`config.mk`:
```
export PLATFORM = sky130hd
export DESIGN_NAME = cdc_tx_scheduler
export DESIGN_NICKNAME = d
export VERILOG_FILES = /design/src/rtl/cdc_tx_scheduler.sv
export SDC_FILE = /design/constraint.sdc
export NUM_CORES = 1
export LEC_CHECK = 0
export CAP_MARGIN = 20
export CORE_MARGIN = 2
export CORE_UTILIZATION = 42
export DETAILED_ROUTE_END_ITERATION = 10
export GPL_ROUTABILITY_DRIVEN = 0
export PLACE_DENSITY = 0.75
export SYNTH_ARGS = -nofsm -noshare
export SYNTH_HDL_FRONTEND = slang
export SYNTH_SLANG_ARGS = --single-unit
```
`constraint.sdc`:
```
create_clock -name clk_a -period 1.7 [get_ports clk_a]
set_clock_uncertainty 0.1 [all_clocks]
set_input_delay 0.34 -clock clk_a [delete_from_list [all_inputs] [get_ports clk_a]]
set_output_delay 0.34 -clock clk_a [all_outputs]
set_load 0.01 [all_outputs]
```
`src/rtl/cdc_tx_scheduler.sv`:
```
// Source-domain scheduler sharing one data_in/data_en CDC channel between N_REQ requesters.
// Round-robin winner is latched, held with data_en high for HOLD_CYC cycles, then a GAP_CYC quiet gap.
module cdc_tx_scheduler #(
    parameter int N_REQ    = 4,
    parameter int DW       = 4,
    parameter int HOLD_CYC = 4,
    parameter int GAP_CYC  = 2
) (
    input  logic                     clk_a,
    input  logic                     arstn,
    input  logic [N_REQ-1:0]         req,
    input  logic [N_REQ*DW-1:0]      req_data,
    output logic [N_REQ-1:0]         gnt,
    output logic [DW-1:0]            data_in,
    output logic                     data_en,
    output logic [$clog2(N_REQ)-1:0] grant_id,
    output logic                     busy
);
    localparam int IW   = $clog2(N_REQ);
    localparam int MAXC = (HOLD_CYC > GAP_CYC) ? HOLD_CYC : GAP_CYC;
    localparam int CW   = $clog2(MAXC) + 1;

    typedef enum logic [1:0] {S_IDLE, S_HOLD, S_GAP} state_t;

    state_t           state, state_d;
    logic [CW-1:0]    cnt, cnt_d;
    logic [IW-1:0]    last, last_d, win, grant_id_d;
    logic             win_vld, grant;
    logic [N_REQ-1:0] gnt_d;
    logic [DW-1:0]    data_in_d;

    // Scan from last+1 so the most recent winner has lowest priority.
    always_comb begin
        int j;
        j       = 0;
        win     = '0;
        win_vld = 1'b0;
        for (int k = 1; k <= N_REQ; k++) begin
            j = int'(last) + k;
            if (j >= N_REQ) j = j - N_REQ;
            if (!win_vld && req[IW'(j)]) begin
                win_vld = 1'b1;
                win     = IW'(j);
            end
        end
    end

    always_ff @(posedge clk_a or negedge arstn) begin
        if (!arstn) begin
            state    <= S_IDLE;
            cnt      <= '0;
            last     <= IW'(N_REQ - 1);
            gnt      <= '0;
            data_in  <= '0;
            data_en  <= 1'b0;
            grant_id <= '0;
            busy     <= 1'b0;
        end else begin
            state    <= state_d;
            cnt      <= cnt_d;
            last     <= last_d;
            gnt      <= gnt_d;
            data_in  <= data_in_d;
            data_en  <= (state_d == S_HOLD);
            grant_id <= grant_id_d;
            busy     <= (state_d != S_IDLE);
        end
    end

    always_comb begin
        state_d = state;
        cnt_d   = cnt;
        unique case (state)
            S_IDLE: if (win_vld) begin
                state_d = S_HOLD;
                cnt_d   = '0;
            end
            S_HOLD: if (cnt == CW'(HOLD_CYC - 1)) begin
                state_d = S_GAP;
                cnt_d   = '0;
            end else begin
                cnt_d = cnt + CW'(1);
            end
            S_GAP: if (cnt == CW'(GAP_CYC - 1)) begin
                state_d = S_IDLE;
                cnt_d   = '0;
            end else begin
                cnt_d = cnt + CW'(1);
            end
            default: begin
                state_d = S_IDLE;
                cnt_d   = '0;
            end
        endcase
    end

    // Next values for the registered outputs; the word is captured only at grant.
    always_comb begin
        grant      = (state == S_IDLE) && win_vld;
        gnt_d      = '0;
        data_in_d  = data_in;
        grant_id_d = grant_id;
        last_d     = last;
        if (grant) begin
            gnt_d      = N_REQ'(1) << win;
            data_in_d  = req_data[int'(win)*DW +: DW];
            grant_id_d = win;
            last_d     = win;
        end
    end
endmodule

```
* After elaboration in Yosys (flattened, before gate mapping) *
Index checks and enable logic that the tools add are counted.

word-level totals
  memory bits (read-only) = 0
  latch bits = 0
  word-level logic and storage cells = 75
  memories kept = 0
  bits in registers = 19
  input bits = 22
  bits in writable memories = 0

operators by class
  shift-type cells = 2
  reduce and logical (&&, ||, !) cells = 9
  multipliers = 0
  $add $sub $neg = 9
  bitwise gates (word level) = 0
  mux-type cells = 33
  $lt $le $gt $ge = 8
  eq/ne operators = 6
  div/mod/pow operators = 0

operator list
  kind                                                                   count
  2-bit 2-to-1 mux                                                       11
  2-bit by 4-bit < comparator with 1-bit output, second input constant   4
  16-bit by 5-bit indexed part select with 4-bit output                  1
  1-bit 2-to-1 mux                                                       12
  3-bit >= comparator, second input constant                             3
  3-bit 2-to-1 mux                                                       3
  3-bit one-hot mux with 3 select lines                                  1
  1-bit binary-select mux with 2-bit select                              4
  2-bit by 1-bit subtractor with 2-bit output, second input constant     4
  2-bit by 2-bit adder with 3-bit output, second input constant          2
  2-bit one-hot mux with 3 select lines                                  1
  2-bit by 3-bit adder with 4-bit output, second input constant          1
  2-bit by 1-bit equality test with 1-bit output, second input constant  2
  4-bit by 3-bit >= comparator with 1-bit output, second input constant  1
  1-bit logical AND                                                      4
  4-bit 2-to-1 mux                                                       1
  1-bit by 2-bit << shifter with 4-bit output, first input constant      1
  2-bit by 1-bit adder with 3-bit output, second input constant          1
  3-bit by 1-bit adder with 3-bit output, second input constant          1
  3-bit by 1-bit equality test with 1-bit output, second input constant  1
  3-bit by 2-bit equality test with 1-bit output, second input constant  1
  1-bit logical NOT                                                      3
  2-bit equality test, second input constant                             1
  2-bit logical NOT                                                      1
  2 further kinds                                                        2

* Longest topological paths before layout *
Gate-level depths: netlist of the first run.

  word-level depth = 19
  mapped depth = 7
  depth with buffers taken out = 7

* Least setup slack after synthesis of the first run *
No wires, ideal clock.

  kind = flip-flop to flip-flop
  start = register last[1]
  end = register data_in[0]
  required time = 1.461 ns
  arrival = 1.578 ns
  setup slack = -0.117 ns
  buffers on the path = 1
  cell stages (with the launch flop) = 7
  library setup time = 0.139 ns
  path through = dfstp_2 > mux2_4 > a22oi_4 > and2_4 > buf_12 > mux2i_1 > o31ai_1

on the way
  word-level cells in the longest chain between the ends = 17
  elaborated cells between the ends (all ways) = 44
  classes of those cells = 8 x add/sub; 4 x order compare; 1 x shift; 24 x mux; 7 x reduce/logical

RTL lines
  what                                                                                               line     source
  from (decl)                                                                                        27       logic [IW-1:0] last, last_d, win, grant_id_d;
  from (signal assigned)                                                                             52       last <= IW'(N_REQ - 1);
  from (signal assigned)                                                                             61       last <= last_d;
  2-bit by 1-bit adder with 3-bit output                                                             39       j = int'(last) + k;
  3-bit >= comparator / 2-bit by 1-bit subtractor with 2-bit output (equally long branches)          40       if (j >= N_REQ) j = j - N_REQ;
  2-bit 2-to-1 mux                                                                                   40
  1-bit binary-select mux with 2-bit select                                                          41       if (!win_vld && req[IW'(j)]) begin
  1-bit 2-to-1 mux (not written as such) (2 in a row)                                                41
  1-bit 2-to-1 mux                                                                                   41
  1-bit logical NOT                                                                                  41
  1-bit logical AND                                                                                  41
  1-bit 2-to-1 mux                                                                                   41
  1-bit logical NOT                                                                                  41
  1-bit logical AND                                                                                  41
  1-bit 2-to-1 mux                                                                                   41
  1-bit logical NOT                                                                                  41
  1-bit logical AND                                                                                  41
  2-bit 2-to-1 mux / 1-bit 2-to-1 mux (equally long branches)                                        41
  16-bit by 5-bit indexed part select with 4-bit output / 1-bit logical AND (equally long branches)  106, 99
  to (signal assigned)                                                                               63       data_in <= data_in_d;
  to (decl)                                                                                          14       output logic [DW-1:0] data_in,

Parallel ways exist; a longest one is shown, timed or not. The select of a mux whose other input is x is not followed.
A chain may end at the register's enable or synchronous reset.

* Final worst setup path of the first run *
  start = input req[1]
  end = register data_in[3]

on the way
  word-level cells in the longest chain between the ends = 14
  elaborated cells between the ends (all ways) = 28
  classes of those cells = 1 x shift; 20 x mux; 7 x reduce/logical

RTL lines
  what                                                                                               line     source
  from (decl)                                                                                        11       input logic [N_REQ-1:0] req,
  1-bit binary-select mux with 2-bit select                                                          41
  1-bit 2-to-1 mux (not written as such) (2 in a row)                                                41
  1-bit 2-to-1 mux                                                                                   41
  1-bit logical NOT                                                                                  41
  1-bit logical AND                                                                                  41
  1-bit 2-to-1 mux                                                                                   41
  1-bit logical NOT                                                                                  41
  1-bit logical AND                                                                                  41
  1-bit 2-to-1 mux                                                                                   41
  1-bit logical NOT                                                                                  41
  1-bit logical AND                                                                                  41
  2-bit 2-to-1 mux / 1-bit 2-to-1 mux (equally long branches)                                        41
  16-bit by 5-bit indexed part select with 4-bit output / 1-bit logical AND (equally long branches)  106, 99

Parallel ways exist; a longest one is shown, timed or not. The select of a mux whose other input is x is not followed.

==> flow_metrics.py, run 1 <==
metrics = {
    "status": {
        "status": "finished with violations",
        "violations": "negative setup slack",
    },
    "pwr": {
        "p_int_w": 0.001556,
        "pwr-share-clk_pct": 8.8,
        "peakVddDrop_mv": 1.118,
        "seqPwrFrac_pct": 30.3,
        "powerDensity_nw_per_um2": 1482,
        "switching_power_w": 0.0009418,
        "p_leak_nw": 0.7928,
        "comb_power_share_pct": 61.0,
        "switching_share_pct": 37.71,
    },
    "cts": {
        "cts_tree": "yes",
        "htreeDepth": 1,
        "cts_root_buf": "clkbuf_4",
        "cts-hold-fix-buffers": 0,
        "path_clk_slew_ns": 0.10,
        "cts_sinks": 19,
        "numCtsBuffers": 3,
        "clockBufferDepth": 2,
        "worstSkewPairLatency_ns": 0.29,
    },
    "detailed_routing": {
        "drt_iter0_markers": 15,
        "drc": 0,
        "first_pass_iters": 4,
        "route.vias.total": 1045,
        "avgRoutedWirePerCell_um": 13.81,
        "finalWirelength_um": 2775,
        "final_antenna_net_count": 0,
        "via_per_inst": 5.199,
    },
    "finish": {
        "layout-drive-gt1-share_pct": 21.64,
        "n_antenna_cell": 0,
        "final_area_um2": 1685,
        "final_cells": 201,
        "finalNetCount": 202,
        "syn_to_final_growth_pct": 48.19,
    },
    "global_routing": {
        "grt_pass1_vias": 1077,
        "grt_antenna_before_repair": 0,
        "grt_remaining_overflow": 0,
        "grt_pass1_wl_um": 4685,
        "grt_max_degree": 20,
        "track_usage_pct": 18.45,
    },
    "placed_design": {
        "dp_cells": 195,
        "place_hpwl_um": 2182,
        "io_buffers": 33,
        "placed_area_um2": 1628,
        "dp_slack_ns": -0.4737,
    },
    "critical_path": {
        "critPathSlowestCell": "clkdlybuf4s50_1",
        "crit_type": "in -> reg",
        "cp.buffers_inverters": 1,
        "r2r_setup_slack_ns": -0.17,
        "worstPathRequired_ns": 1.77,
        "cp-end-kind": "flip-flop",
        "cpPeakStageDelay_ns": 0.50,
        "arrival_ns": 1.94,
        "crit_chain": "clkdlybuf4s50_1, and2b_2, o21bai_2, and2_4, mux2i_1, o31ai_1",
        "worstPathMaxFanout": 7,
        "crit_path_start_kind": "primary input",
        "cp_top_family": "simple AND/OR/NAND/NOR gates",
    },
    "synth": {
        "yosysSeqAreaShare_pct": 42.02,
        "netlist_instances": 115,
        "synth-edff-count": 0,
        "synth-seq-cells": 19,
        "synthFlopType": "dfrtp_1",
        "syn-num-nets": 145,
        "avgSynthCellArea_um2": 9.890,
        "synthArstFlopShare_pct": 100.0,
        "synth_cell_types": 31,
        "yosysWarnings": 0,
        "netlist_area_um2": 1137,
    },
    "sta": {
        "fin_setup_tns_ns": -0.6721,
        "slew_violations": 0,
        "worst_slack_ns": -0.1698,
        "max_freq_mhz": 534.8,
        "setup_viol": 6,
        "hold_slack_ns": 0.2735,
        "slew-limit-headroom_pct": 73.12,
        "tightest_slew_ns": 0.3931,
        "rsz0062_at_grt": "true",
        "min_period_ns": 1.870,
        "hold_violations": 0,
        "fin_crit_sh_pct": 110.0,
    },
    "run": {
        "maxCapViolCount": 0,
    },
    "floorplanning": {
        "die_width_um": 56.04,
        "die_area_um2": 3140,
        "ios": 34,
        "initial_core_util_pct": 45.09,
        "rows": 18,
        "coreArea_um2": 2522,
        "die_y_um": 56.04,
    },
    "min_path": {
        "hp-class": "in -> async",
    },
}
## final timing paths
| kind | start | end | cells past startpoint |
|---|---|---|---|
| max in group asynchronous | arstn | last[0]$_DFFE_PN1P_ | 2 |
| min in group clk_a | last[0]$_DFFE_PN1P_ | last[0]$_DFFE_PN1P_ | 2 |
| worst max-delay path | req[1] | data_in[3]$_DFFE_PN0P_ | 6 |
| worst min register to register | last[0]$_DFFE_PN1P_ | last[0]$_DFFE_PN1P_ | 2 |
| worst min-delay path | arstn | data_en$_DFF_PN0_ | 2 |
| worst max register to register | last[1]$_DFFE_PN1P_ | data_in[3]$_DFFE_PN0P_ | 5 |
## logic make-up after synthesis
logic type	count (synthesis)	share of synthesized area, %
adders and majority gates	8	8.801
muxes	5	4.840
DFF	19	42.02
and+or+nand+nor	39	16.28
buffers and inverters	14	6.051
AOI/OAI and AO/OA	30	22.00
## cell type report
cell class              instances  area [um2]
multi-input cells              83       613.1
well taps                      30       37.54
repair buffers                 54       489.2
clock buffers                   4       26.28
fillers                       213       837.1
flip-flops and latches         19       478.0
inverters                      11       41.29
## what timing repair did
action / CTS / global route
setup buffers: 1 / 0
endpoints found under the hold margin: 0 / 0
pin swaps: 1 / 0
endpoints found under the setup margin: 8 / 13
gates cloned: 1 / 0
gates resized for setup: 2 / 7
## per-layer routing
layer,track usage (%),share of wire (%)
met1,22.16,43
met2,32.77,52
met3,4.419,4.7
met4,4.762,1.1
met5,0,0
## sequential cells by signal, summed over array words and instances, names as in the netlist
register  cells
data_in       4
gnt           4
cnt           3
grant_id      2
last          2
state         2
busy          1
data_en       1
## Yosys cell counts (2+ instances only)
library cell | number | area, um2
a2111oi_0 | 4 | 35.03
a21o_1 | 2 | 15.01
a311oi_1 | 4 | 35.03
and2_1 | 5 | 31.28
clkbuf_1 | 2 | 7.510
dfrtp_1 | 17 | 425.4
dfstp_2 | 2 | 52.55
ha_1 | 8 | 100.1
inv_1 | 11 | 41.29
mux2i_1 | 4 | 40.04
nand2_1 | 18 | 67.56
nand2b_1 | 2 | 12.51
nor2_1 | 7 | 26.28
nor3_1 | 2 | 10.01
o21ai_0 | 4 | 20.02
o21ai_1 | 3 | 15.01
o31ai_1 | 6 | 45.04
## power groups by stage
stage | logic, W | clock network (W) | registers, W
after floorplan | 0.000739 | 0 | 0.000830
after global placement | 0.00144 | 0 | 0.000758
after detailed placement | 0.00148 | 0 | 0.000768
after CTS | 0.00151 | 0.000232 | 0.000759
after global routing | 0.00168 | 0.000256 | 0.000783
final | 0.00152 | 0.000219 | 0.000756
## cells in the final DEF (no fill, tap or decap), types with 2 or more instances in the layout
cell | netlist | routed
a311oi_1 | 4 | 4
a21o_1 | 2 | 2
dfrtp_1 | 17 | 17
inv_1 | 11 | 11
o21ai_1 | 3 | 2
o21ai_0 | 4 | 4
clkdlybuf4s50_1 | 0 | 31
nand2_1 | 18 | 18
nor2_1 | 7 | 6
buf_4 | 0 | 21
ha_1 | 8 | 8
nand2b_1 | 2 | 2
clkbuf_4 | 0 | 3
a2111oi_1 | 0 | 2
dfstp_2 | 2 | 2
mux2i_1 | 4 | 4
and2_1 | 5 | 5
nor3_1 | 2 | 2
o31ai_1 | 6 | 6
## per-stage QoR
stage               total power (W)  utilization, %
finish                     0.002497           66.82
global route               0.002715           66.82
CTS                        0.002506           66.12
detailed placement         0.002245           64.53
global placement           0.002202           64.53
floorplan                  0.001569               -
Power figures use the tool's default switching activity.
==> run 2, diff against run 1 <==
--- a/config.mk
+++ b/config.mk
@@ -11,6 +11,7 @@
 export DETAILED_ROUTE_END_ITERATION = 10
 export GPL_ROUTABILITY_DRIVEN = 0
 export PLACE_DENSITY = 0.75
+export SETUP_SLACK_MARGIN = 0.2
 export SYNTH_ARGS = -nofsm -noshare
 export SYNTH_HDL_FRONTEND = slang
 export SYNTH_SLANG_ARGS = --single-unit
==> run 2 against run 1 <==
  * Wire length up 24%
  * Hold slack worse by 0.0082 ns
  * Sequential power grew 1%
  * Via count is 9.9% higher
  * The run still ends with negative setup slack left
  * Worst setup slack lost 0.039 ns
  * Count of clock-buffer cells in the layout did not move
  * Maximum frequency decreased by 2.1%
  * Sequential share of layout area shrank 3.4 points
==> flow_metrics.py, run 2 (synthesis gave the netlist of run 1 again) <==
metrics = {
    "finish": {
        "final_cell_mix": "buf_4, dfrtp_1, clkdlybuf4s50_1, nand2_1, dlygate4sd2_1",
        "layout_commonest_cell": "buf_4",
        "fillers": 172,
        "final_area_um2": 1914,
        "layout-drive-gt1-share_pct": 37.02,
        "finalNetCount": 212,
        "syn_to_final_growth_pct": 68.32,
        "reg_top3": "data_in (4), gnt (4), cnt (3)",
        "n_antenna_cell": 0,
    },
    "global_routing": {
        "grt_max_degree": 20,
        "grt_remaining_overflow": 0,
        "grt_antenna_before_repair": 0,
        "track_usage_pct": 21.02,
        "grt_pass1_vias": 1191,
        "grt_pass1_wl_um": 5395,
    },
    "placed_design": {
        "io_buffers": 33,
        "place_hpwl_um": 2235,
        "dp_slack_ns": -0.5045,
        "placed_area_um2": 1664,
    },
    "detailed_routing": {
        "wl_met1_um": 1544,
        "met2_wirelength_um": 1767,
        "drt_iter0_markers": 18,
        "dr_wl_met3_um": 75,
        "drc": 0,
        "finalWirelength_um": 3437,
        "via_per_inst": 5.441,
        "avgRoutedWirePerCell_um": 16.29,
        "route.vias.total": 1148,
        "first_pass_iters": 4,
        "final_antenna_net_count": 0,
        "top_layer": "met4",
    },
    "pwr": {
        "pwr-share-clk_pct": 7.6,
        "powerDensity_nw_per_um2": 1565,
        "peakVddDrop_mv": 1.117,
        "p_int_w": 0.001792,
        "switching_power_w": 0.001205,
        "p_total_w": 0.002997,
        "switching_share_pct": 40.21,
        "seqPwrFrac_pct": 25.6,
        "p_leak_nw": 0.8978,
        "comb_power_share_pct": 66.8,
    },
    "critical_path": {
        "cp-end-kind": "flip-flop",
        "crit_chain": "buf_6, a21boi_0, o21bai_2, and2_4, mux2i_1, o31ai_1",
        "arrival_ns": 1.99,
        "cp.buffers_inverters": 1,
        "critPathSlowestCell": "dfstp_2",
        "cp_top_family": "flip-flops",
        "worstPathRequired_ns": 1.78,
        "worstPathMaxFanout": 7,
        "cpPeakStageDelay_ns": 0.62,
        "crit_path_start_kind": "flip-flop",
        "crit_type": "reg -> reg",
    },
    "status": {
        "status": "finished with violations",
        "violations": "negative setup slack",
    },
    "sta": {
        "min_period_ns": 1.909,
        "rsz0062_at_grt": "true",
        "fin_setup_tns_ns": -0.9627,
        "slew_violations": 0,
        "slew-limit-headroom_pct": 66.80,
        "worst_slack_ns": -0.2093,
        "tightest_slew_ns": 0.4968,
        "hold_violations": 0,
        "fin_crit_sh_pct": 112.3,
        "setup_viol": 9,
        "max_freq_mhz": 523.8,
    },
    "floorplanning": {
        "die_width_um": 56.04,
        "coreArea_um2": 2522,
        "rows": 18,
        "initial_core_util_pct": 45.09,
        "die_y_um": 56.04,
        "ios": 34,
        "die_area_um2": 3140,
    },
    "run": {
        "maxCapViolCount": 0,
    },
    "cts": {
        "numCtsBuffers": 3,
        "htreeDepth": 1,
        "path_clk_slew_ns": 0.11,
        "clockBufferDepth": 2,
        "cts_root_buf": "clkbuf_4",
        "cts_tree": "yes",
        "cts_sinks": 19,
        "worstSkewPairLatency_ns": 0.29,
    },
    "min_path": {
        "hp-class": "in -> async",
    },
}
run 2: cell types whose count changed in the layout (fill, tap and decap cells not counted), moves of 3 or more:
cell	before	now
ha_1	8	3
nand2_2	0	4
dlygate4sd2_1	1	14
nand2_1	18	14
clkdlybuf4s50_1	31	17
ha_4	0	3
buf_6	0	8
run 2: worst reg2reg max path: stages (launching register included):
cell and delay [ns]:
dfstp_2 0.62, buf_6 0.13, a21boi_0 0.10, o21bai_2 0.29
and2_4 0.25, mux2i_1 0.22, o31ai_1 0.09
run 2: repair_timing:
item | CTS | global route
endpoints found under the setup margin | 31 | 19
setup buffers | 2 | 6
hold buffers | 0 | 0
pin swaps | 3 | 2
gates resized for setup | 41 | 20
cloned | 1 | 0
run 2: worst paths after layout:
check / from / end / slack (ns) / depth (start not counted)
setup / recovery: last[1]$_DFFE_PN1P_ / data_in[2]$_DFFE_PN0P_ / -0.21 / 6
hold / removal: arstn / gnt[2]$_DFF_PN0_ / 0.27 / 2
setup reg to reg: last[1]$_DFFE_PN1P_ / data_in[2]$_DFFE_PN0P_ / -0.21 / 6
hold reg to reg: grant_id[1]$_DFFE_PN0P_ / grant_id[1]$_DFFE_PN0P_ / 0.40 / 2
max in group asynchronous: arstn / last[1]$_DFFE_PN1P_ / 0.97 / 2
min in group clk_a: grant_id[1]$_DFFE_PN0P_ / grant_id[1]$_DFFE_PN0P_ / 0.40 / 2
run 2: layout make-up:
| class | instances | area (um2) | area share, % |
|---|---|---|---|
| Timing Repair Buffer | 64 | 576.8 | 30.13 |
| Clock buffer | 4 | 26.28 | 1.373 |
| Sequential cell | 19 | 478.0 | 24.97 |
| Tap cell | 30 | 37.54 | 1.961 |
| Multi-Input combinational cell | 83 | 754.5 | 39.41 |
| Inverter | 11 | 41.29 | 2.157 |
run 2: through the flow:
| step | util, % | std cells | hold slack [ns] |
|---|---|---|---|
| 6_report | 75.89 | 211 | 0.2652 |
| 5_1_grt | 75.89 | 211 | 0.3189 |
| 4_1_cts | 70.34 | 205 | 0.2698 |
| 3_5_place_dp | 65.97 | 198 | 0.3681 |
| 3_3_place_gp | 65.97 | 198 | 0.3581 |
| 2_1_floorplan | - | 115 | -0.05559 |
run 2: routing by layer:
| layer | vias up | global-route usage (%) |
|---|---|---|
| met5 | - | 0 |
| met4 | 0 | 5.782 |
| met3 | 6 | 2.558 |
| met2 | 22 | 35.80 |
| met1 | 577 | 27.97 |
| li1 | 543 | - |
run 2: power groups by stage:
stage          registers, W  clock network, W  logic [W]
5_1_grt            0.000791          0.000249    0.00216
3_3_place_gp       0.000762                 0    0.00148
4_1_cts            0.000762          0.000230    0.00167
3_5_place_dp       0.000770                 0    0.00152
6_report           0.000767          0.000228    0.00200
2_1_floorplan      0.000830                 0   0.000763
==> run 3, diff against run 2 <==
--- a/config.mk
+++ b/config.mk
@@ -6,10 +6,8 @@
 export NUM_CORES = 1
 export LEC_CHECK = 0
 export CAP_MARGIN = 20
-export CORE_MARGIN = 2
 export CORE_UTILIZATION = 42
 export DETAILED_ROUTE_END_ITERATION = 10
-export GPL_ROUTABILITY_DRIVEN = 0
 export PLACE_DENSITY = 0.75
 export SETUP_SLACK_MARGIN = 0.2
 export SYNTH_ARGS = -nofsm -noshare
==> run 3 against run 2 <==
  * The run still ends with negative setup slack left
  * Worst setup slack worse by 0.061 ns
  * First-iteration DRC count rose by 120%
  * Clock power is essentially flat
  * Hold slack improved by 0.0022 ns
  * Wire length rose by 13%
  * Global-route usage rose by 4.0 points
  * Maximum frequency fell by 3.1%
  * Sequential power hardly changed
  * Count of clock-buffer cells in the layout is the same
  * Register-to-register slack lost 0.06 ns
  * Critical endpoint is now data_in[1]$_DFFE_PN0P_
  * Largest power group unchanged
==> flow_metrics.py, run 3 (synthesis gave the netlist of run 1 again) <==
metrics = {
    "status": {
        "status": "finished with violations",
        "violations": "negative setup slack",
    },
    "floorplanning": {
        "coreArea_um2": 2522,
        "rows": 18,
        "initial_core_util_pct": 45.09,
        "die_area_um2": 2920,
        "die_y_um": 54.04,
        "ios": 34,
        "die_width_um": 54.04,
    },
    "detailed_routing": {
        "avgRoutedWirePerCell_um": 17.88,
        "finalWirelength_um": 3897,
        "via_per_inst": 5.445,
        "first_pass_iters": 4,
        "route.vias.total": 1187,
        "drt_iter0_markers": 40,
        "drc": 0,
        "final_antenna_net_count": 0,
    },
    "sta": {
        "tightest_slew_ns": 0.5981,
        "slew_violations": 0,
        "fin_crit_sh_pct": 115.9,
        "max_freq_mhz": 507.4,
        "fin_setup_tns_ns": -1.427,
        "setup_viol": 13,
        "worst_slack_ns": -0.2707,
        "min_period_ns": 1.971,
        "rsz0062_at_grt": "true",
        "hold_violations": 0,
        "slew-limit-headroom_pct": 59.09,
    },
    "critical_path": {
        "cp_top_family": "flip-flops",
        "cp-end-kind": "flip-flop",
        "crit_chain": "mux2_4, a22oi_4, and2_4, mux2i_1, o31ai_1",
        "crit_type": "reg -> reg",
        "cpPeakStageDelay_ns": 0.61,
        "arrival_ns": 2.06,
        "cp.buffers_inverters": 0,
        "worstPathRequired_ns": 1.79,
        "worstRegToRegCells": 5,
        "r2r_end": "data_in[1]$_DFFE_PN0P_",
        "worstReg2RegStart": "last[1]$_DFFE_PN1P_",
        "crit_path_start_kind": "flip-flop",
        "r2r_setup_slack_ns": -0.27,
        "critPathSlowestCell": "dfstp_2",
        "worstPathMaxFanout": 7,
    },
    "min_path": {
        "hp-class": "in -> async",
    },
    "global_routing": {
        "grt_max_degree": 20,
        "grt_pass1_vias": 1144,
        "grt_remaining_overflow": 0,
        "grt_antenna_before_repair": 0,
        "grt_pass1_wl_um": 5209,
        "track_usage_pct": 25.01,
    },
    "placed_design": {
        "dp_cells": 197,
        "routabilityCongestion": 0.8490,
        "io_buffers": 33,
        "place_hpwl_um": 2101,
    },
    "finish": {
        "final_cells": 218,
        "reg_top3": "data_in (4), gnt (4), cnt (3)",
        "layout_commonest_cell": "buf_4",
        "finalNetCount": 219,
        "final_cell_mix": "buf_4, dfrtp_1, clkdlybuf4s50_1, dlygate4sd2_1",
        "syn_to_final_growth_pct": 78.33,
        "layout-drive-gt1-share_pct": 43.09,
        "n_antenna_cell": 0,
    },
    "cts": {
        "numCtsBuffers": 3,
        "worstSkewPairLatency_ns": 0.30,
        "cts_root_buf": "clkbuf_4",
        "htreeDepth": 1,
        "cts_sinks": 19,
        "clockBufferDepth": 2,
        "path_clk_slew_ns": 0.11,
        "cts-hold-fix-buffers": 0,
        "cts_tree": "yes",
    },
    "pwr": {
        "p_leak_nw": 0.9727,
        "powerDensity_nw_per_um2": 1606,
        "peakVddDrop_mv": 1.223,
    },
    "run": {
        "maxCapViolCount": 0,
    },
}
[run 3: cell type report]
cell class / count / area, um2
well taps: 30 / 37.54
inverters: 11 / 41.29
multi-input cells: 83 / 803.3
clock buffers: 4 / 26.28
flip-flops and latches: 19 / 478.0
fillers: 139 / 494.2
repair buffers: 71 / 641.9
[run 3: power by group]
group          total [W]  switching [W]  internal [W]
sequential      0.000770       0.000113      0.000658
clock           0.000227       0.000136     0.0000913
combinational    0.00226        0.00108       0.00118
[run 3: metal layers]
metal  vias up  wire, um  global-route usage [%]
met2        31      2010                   43.62
met4         0        37                   10.26
met1       593      1751                   31.24
li1        557         -                       -
met3         6        98                   2.542
met5         -         0                       0
[run 3: repair_timing]
action | 4_1_cts | 5_1_grt
cloned | 1 | 0
setup endpoints to repair | 31 | 19
resized for setup | 52 | 24
setup buffers | 6 | 10
pin swaps | 8 | 15
[run 3: worst max path at each step]
stage | cells past startpoint | slack (ns) | endpoint | from
floorplan | 6 | -0.11 | data_in[0]$_DFFE_PN0P_ | last[1]$_DFFE_PN1P_
global placement | 6 | -0.48 | data_in[1]$_DFFE_PN0P_ | req[3]
detailed placement | 6 | -0.56 | data_in[1]$_DFFE_PN0P_ | req[3]
CTS | 5 | -0.17 | data_in[3]$_DFFE_PN0P_ | last[1]$_DFFE_PN1P_
global route | 7 | -0.34 | data_in[3]$_DFFE_PN0P_ | state[1]$_DFF_PN0_
finish | 5 | -0.27 | data_in[1]$_DFFE_PN0P_ | last[1]$_DFFE_PN1P_
[run 3: worst reg2reg max path, stage by stage (launching register included)]
cell and delay (ns):
dfstp_2 0.61, mux2_4 0.33, a22oi_4 0.23, and2_4 0.25, mux2i_1 0.08, o31ai_1 0.26
[run 3: stage by stage]
stage / instance area [um2] / power (W) / utilization (%) / hold WS (ns) / worst slack (ns)
6_report: 2028 / 0.003258 / 80.41 / 0.2674 / -0.2707
5_1_grt: 2028 / 0.003405 / 80.41 / 0.2988 / -0.3382
4_1_cts: 1837 / 0.002709 / 72.82 / 0.2777 / -0.1730
2_1_floorplan: 1152 / 0.001593 / - / -0.05559 / -0.1126
3_3_place_gp: 1657 / 0.002224 / 65.67 / 0.3562 / -0.4757
3_5_place_dp: 1657 / 0.002266 / 65.67 / 0.3660 / -0.5617
